--- src/rtl/mem_wb_stage_pkg.sv ---
// mem_wb_stage_pkg: writeback result-select encodings shared by the MEM/WB stage.
package mem_wb_stage_pkg;
  localparam logic [1:0] RES_ALU = 2'b00;
  localparam logic [1:0] RES_MEM = 2'b01;
  localparam logic [1:0] RES_PC4 = 2'b10;
endpackage

--- src/rtl/mem_wb_stage_wb_pipe_reg.sv ---
// wb_pipe_reg: W-stage pipeline register with async reset, enable and sync clear (clear beats enable).
module wb_pipe_reg #(
  parameter int W = 40
) (
  input  logic         clk,
  input  logic         rst_n,
  input  logic         en,
  input  logic         clr,
  input  logic [W-1:0] d,
  output logic [W-1:0] q
);
  always_ff @(posedge clk or negedge rst_n)
    if (!rst_n) q <= '0;
    else if (clr) q <= '0;
    else if (en) q <= d;
endmodule

--- src/rtl/mem_wb_stage.sv ---
// mem_wb_stage: MEM->WB register with result select, regfile write qualification and retire counter.
module mem_wb_stage
  import mem_wb_stage_pkg::*;
#(
  parameter int XLEN   = 32,
  parameter int REG_AW = 5,
  parameter int CNT_W  = 32
) (
  input  logic              clk,
  input  logic              rst_n,
  input  logic              ValidM,
  input  logic [XLEN-1:0]   muxpal_result,
  input  logic [XLEN-1:0]   ReadData,
  input  logic [XLEN-1:0]   PCPlus4M,
  input  logic [REG_AW-1:0] RdM,
  input  logic              RegWriteM,
  input  logic              FRegWriteM,
  input  logic [1:0]        ResultSrcM,
  input  logic              StallW,
  input  logic              FlushW,
  output logic [XLEN-1:0]   ResultW,
  output logic [REG_AW-1:0] RdW,
  output logic              RegWriteW,
  output logic              FRegWriteW,
  output logic              ValidW,
  output logic [CNT_W-1:0]  InstRet,
  output logic              ConflictErr
);
  logic [XLEN-1:0] result_m;
  logic regw_m, fregw_m, regw_q, fregw_q, load, conflict;
  assign result_m = ResultSrcM == RES_MEM ? ReadData :
                    ResultSrcM == RES_PC4 ? PCPlus4M : muxpal_result;
  assign conflict = ValidM & RegWriteM & FRegWriteM;
  // float write wins a dual-write request
  assign regw_m   = ValidM & RegWriteM & ~FRegWriteM;
  assign fregw_m  = ValidM & FRegWriteM;
  assign load     = ~FlushW & ~StallW;
  wb_pipe_reg #(.W(XLEN + REG_AW + 3)) u_pipe (
    .clk  (clk),
    .rst_n(rst_n),
    .en   (~StallW),
    .clr  (FlushW),
    .d    ({result_m, RdM, ValidM, regw_m, fregw_m}),
    .q    ({ResultW, RdW, ValidW, regw_q, fregw_q})
  );
  assign RegWriteW  = ValidW & regw_q & (RdW != '0);
  assign FRegWriteW = ValidW & fregw_q;
  // a flushed W entry has still completed, so it retires even under stall
  always_ff @(posedge clk or negedge rst_n)
    if (!rst_n) begin
      InstRet     <= '0;
      ConflictErr <= 1'b0;
    end else begin
      if (ValidW && (!StallW || FlushW)) InstRet <= InstRet + CNT_W'(1);
      if (load && conflict) ConflictErr <= 1'b1;
    end
endmodule

--- config.mk ---
export PLATFORM = sky130hd
export DESIGN_NAME = mem_wb_stage
export DESIGN_NICKNAME = d
export VERILOG_FILES = /design/src/rtl/mem_wb_stage_pkg.sv /design/src/rtl/mem_wb_stage_wb_pipe_reg.sv /design/src/rtl/mem_wb_stage.sv
export SDC_FILE = /design/constraint.sdc
export NUM_CORES = 1
export LEC_CHECK = 0
export ABC_CLOCK_PERIOD_IN_PS = 2400
export CORE_ASPECT_RATIO = 0.6
export CORE_MARGIN = 2
export CORE_UTILIZATION = 40
export CTS_BUF_LIST = sky130_fd_sc_hd__clkbuf_8
export DETAILED_ROUTE_END_ITERATION = 6
export DONT_BUFFER_PORTS = 1
export HOLD_SLACK_MARGIN = 0.08
export MAX_ROUTING_LAYER = met4
export SYNTH_ARGS = -nofsm -noshare
export SYNTH_HDL_FRONTEND = slang
export SYNTH_HIERARCHICAL = 1
export SYNTH_SLANG_ARGS = --single-unit
--- constraint.sdc ---
create_clock -name clk -period 2.4 [get_ports clk]
set_input_delay 0.48 -clock clk [delete_from_list [all_inputs] [get_ports clk]]
set_output_delay 0.48 -clock clk [all_outputs]
set_load 0.005 [all_outputs]
# After elaboration in Yosys (flattened, before gate mapping)
# Index checks and enable logic that the tools add are counted.
dict set report totals {
  in_bits 110
  out_inout_bits 73
  regBits 73
}
dict set report classes {
  bitwise 11
  muxes 4
  n_addsub 1
  n_reduce_logical 5
  eq_ne 3
}
# operator count
set ops {}
lappend ops {{2-to-1 mux 40 bit} 2}
lappend ops {{2-to-1 mux 32 bit} 2}
lappend ops {{adder 32 x 1 -> 32 bit, second input constant} 1}
lappend ops {{bitwise AND 1 bit} 8}
lappend ops {{nonzero test 5 bit} 1}
lappend ops {{inverter 1 bit} 3}
lappend ops {{equality test 2 x 1 -> 1 bit, second input constant} 1}
lappend ops {{equality test 2 bit, second input constant} 1}
lappend ops {{logical AND 1 bit} 2}
lappend ops {{inequality test 2 x 1 -> 1 bit, second input constant} 1}
lappend ops {{logical NOT 1 bit} 1}
lappend ops {{logical OR 1 bit} 1}

# Depth between registers and ports, before layout
dict set report depth {
  word_depth 5
  mapped_depth 7
  depth_no_buf 6
}

# Modules after synthesis
# The synthesis kept the hierarchy.
# module cells_each seq_area_each_um2 n_inst area_each_um2
set modules_own_cells {}
lappend modules_own_cells {mem_wb_stage 282 825.8 1 2549.9}
lappend modules_own_cells {wb_pipe_reg 129 1001.0 1 1657.8}

# Worst setup path before layout
# Ideal clock, no wire load.
dict set report synth_path {
  kind {register -> register}
  start {register InstRet[0]}
  end {register InstRet[26]}
  path_stages_with_launch 7
  setup_ns 0.079
  synth_period_minus_slack_ns 1.612
  n_path_buf 0
  required_time_ns 2.321
  path_slack_ns 0.788
  t_arrival_ns 1.533
  cell_sequence {dfrtp_1 -> ha_1 -> and3_1 -> and3_1 -> nand4_4 -> nor4_2 -> xor2_1}
}
dict set report synth_between {
  elab_chain_cells 1
}
# item line
set synth_rtl {}
lappend synth_rtl {{from (decl)} mem_wb_stage.sv:26} ;# output logic [CNT_W-1:0] InstRet,
lappend synth_rtl {{from (signal assigned)} mem_wb_stage.sv:54} ;# if (ValidW && (!StallW || FlushW)) InstRet <= InstRet + CNT_W'(1);
lappend synth_rtl {{adder 32 x 1 -> 32 bit} mem_wb_stage.sv:54}
# Every way passes these cells.
# A chain may end at the register's enable or synchronous reset.

# Worst setup path in the final report
dict set report layout_path {
  start {register u_pipe.q[4]}
  end {output RegWriteW}
}
dict set report layout_between {
  elab_chain_cells 2
}
# item line
set layout_rtl {}
lappend layout_rtl {{from (decl)} mem_wb_stage_wb_pipe_reg.sv:10} ;# output logic [W-1:0] q
lappend layout_rtl {{from (signal assigned)} mem_wb_stage_wb_pipe_reg.sv:13} ;# if (!rst_n) q <= '0;
lappend layout_rtl {{from (signal assigned)} mem_wb_stage_wb_pipe_reg.sv:14} ;# else if (clr) q <= '0;
lappend layout_rtl {{from (signal assigned)} mem_wb_stage_wb_pipe_reg.sv:15} ;# else if (en) q <= d;
lappend layout_rtl {{nonzero test 5 bit} mem_wb_stage.sv:46} ;# assign RegWriteW = ValidW & regw_q & (RdW != '0);
lappend layout_rtl {{bitwise AND 1 bit} mem_wb_stage.sv:46}
lappend layout_rtl {{to (decl)} mem_wb_stage.sv:23} ;# output logic RegWriteW,
# Every way passes these cells.

==> results.md <==
* Placed Area at 0.00421 mm^2
* Required time worst endpoint at 1.92 ns
* Ports at about 180
* Vias per Instance at 5.49
* Max Transition Viols Final at 0
* Status: finished clean
* CTS Hold Buffers Added at 2
* Largest net degree at the start of global routing at 97
* Final design utilization at around 44%
* Design area at roughly 0.0045 mm^2
* Worst setup SP type: register
* Worst slew pin tran at 0.357 ns
* Netlist cell types at 32
* Slew headroom at 76.2%
* GRT overflow at 0
* Sequential cell area at between 0.0015 and 0.002 mm^2
* Async set-reset flop share out of synthesis at 100%
* Cell area after synthesis at about 0.0042 mm^2
* Crit Path Max Fanout at 3
* Initial Utilization at a little over two fifths
* Syn_nets at 522
* Area occupied by multi-input gates at 0.00218 mm^2
* Chip width at 136 um
* First-pass GRT wire length at 15,000 um
* Post-DP HPWL at 6760 um
* RSZ-0062 raised after global routing: false
* CTS tree: yes
* Total track usage at approximately 17%
* Row count at 28
* Placer Congestion at ~0.77
* Fill cells at 961
* Core Footprint at between 0.01 and 0.015 mm^2
* Initial antenna violation count at 0
* Post-route DRC at 0
* I/O Buffers at 0
* Post-synth top area share at 43.4%
* Total power draw at 2.78 mW
* Post-Route WL at 9350 um
* Peak Freq at slightly above 500 MHz
* Layout cells sized above 1 at 6.48%
* Power Density at approximately 620 mW/mm^2
* Antenna fix cells at 0
* Max-Cap Viols at 0
* Most used DFF post-synth: dfrtp_1
* Fin nets at about 510
* Clock-pin slew on the worst setup and hold paths at around 0.080 ns
* Drt wl/cell at 17.4 um
* Yosys warns at 6
* Area Growth Syn to Fin at 5.92%
* Resize count post-CTS at 0
* Finish-stage setup viols at 0
* Post-synthesis sequential area ratio at 43.4%
* Hold Fails Final Rpt at 0
* # Post-CTS Setup Buffers at 0
* Setup Skew at 0.00708 ns
* Total iterations of the first detailed-routing run at 4
* CTS Root Cell: clkbuf_8
* Critical Path End Type: primary output
* CTS Buffer Depth at 2
* Die Y at 83.4 um
* Final min period at 1.93 ns
* Skew-Pair Late Insertion Delay at 0.34 ns
* Top cells by area, synth: dfrtp_1 (43%), mux2i_1 (17%), a211oi_1 (5.7%)
* Flops & latches, synth at 73
* Worst vdd ir at between 0.4 and 0.5 mV
* Mean area per synthesized cell at approximately 10 um^2
* Yosys top cell by area: dfrtp_1
* Worst Hold Class: primary input to register
* CTS Sinks at between 70 and 80
* Final worst path period share at 80.2%
* Critical path class: register to primary output
* Cells after synthesis at 411
* Die area at between 0.01 and 0.015 mm^2
* WP data arrival at 1.45 ns
* Leak Pwr at 2.12 nW
* Setup_tns at 0 ns
* Vias in the first global route at a little under 3,000
* Vias post-DR at between 2,000 and 3,000
* Post-DRT Antenna Nets at 0
* CTS H-tree lvls at 3
* Initial DRC count at 151
* Num CTS Buffers at 9
* EDFF count, synth at 0
==> stage by stage <==
stage	hold slack, ns	cells	worst slack, ns
2_1_floorplan	0.184	411	0.788
3_3_place_gp	0.186	519	0.624
3_5_place_dp	0.186	519	0.548
4_1_cts	0.172	536	0.442
5_1_grt	0.173	536	0.376
6_report	0.199	536	0.474
==> path summary, 6_finish.rpt <==
| check | slack [ns] | from | endpoint | depth (start not counted) |
|---|---|---|---|---|
| min in group asynchronous | 0.68 | rst_n | u_pipe/q[27]$_DFFE_PN0P_ | 2 |
| max | 0.47 | u_pipe/q[4]$_DFFE_PN0P_ | RegWriteW | 2 |
| min | 0.20 | FlushW | u_pipe/q[31]$_DFFE_PN0P_ | 1 |
| max in group asynchronous | 1.43 | rst_n | InstRet[25]$_DFFE_PN0P_ | 2 |
| max reg2reg | 0.54 | InstRet[0]$_DFFE_PN0P_ | InstRet[18]$_DFFE_PN0P_ | 6 |
| min reg2reg | 0.50 | InstRet[31]$_DFFE_PN0P_ | InstRet[31]$_DFFE_PN0P_ | 1 |
==> kinds of logic after synthesis <==
kind of cell               synth area share [%]
xor gates and xnor gates                   6.45
muxes                                      17.4
and+or+nand+nor                            17.7
AOI/OAI and AO/OA                          9.96
DFF                                        43.4
buffers and inverters                      4.82
adders and majority gates                 0.297
==> per-layer routing <==
metal	global-route usage (%)	wire (um)
met3	7.94	995
met4	4.73	146
met2	23.8	3900
met1	22.3	4300
met5	-	0
==> final cells by class <==
cell class,instances,area share (%)
Sequential cell,73,41.0
Timing Repair Buffer,3,1.29
Clock inverter,5,1.63
Multi-Input combinational cell,306,48.9
Inverter,4,0.337
Clock buffer,10,3.09
Tap cell,135,3.79
==> registers in the layout, summed over array words and instances (netlist names) <==
register / cells
ConflictErr: 1
InstRet: 32
u_pipe/q: 40
==> report_power, final <==
part / internal, mW / switching [mW] / leakage, nW
logic: 0.169 / 0.137 / 1.04
registers: 1.32 / 0.114 / 0.964
clock network: 0.600 / 0.441 / 0.115
total: 2.09 / 0.692 / 2.12
==> Yosys cell counts (9+ instances only) <==
master	instances
xnor2_1	16
a21oi_1	32
xor2_1	15
nor2b_1	32
nor2_1	46
dfrtp_1	73
clkbuf_1	17
nand2_1	12
mux2i_1	72
a211oi_1	32
nand3_1	11
and3_1	9
==> placed cells by master (no fill, tap or decap), types with 2 or more instances in the layout <==
cell type	instances
a211oi_1	32
a21oi_1	32
and2_1	3
and3_1	9
and4_1	2
bufinv_16	2
clkbuf_8	10
dfrtp_1	73
inv_1	5
mux2i_1	72
nand2_1	12
nand2b_1	2
nand3_1	11
nor2_1	46
nor2b_1	32
nor3_1	8
nor4_2	4
xnor2_1	16
xor2_1	15
==> worst max-delay path, cell delays in order, from the launching register on <==
cell     delay (ns)
dfrtp_1        0.41
or3_1          0.38
o311a_1        0.32
No activity file was read; power rests on OpenSTA's default activity.
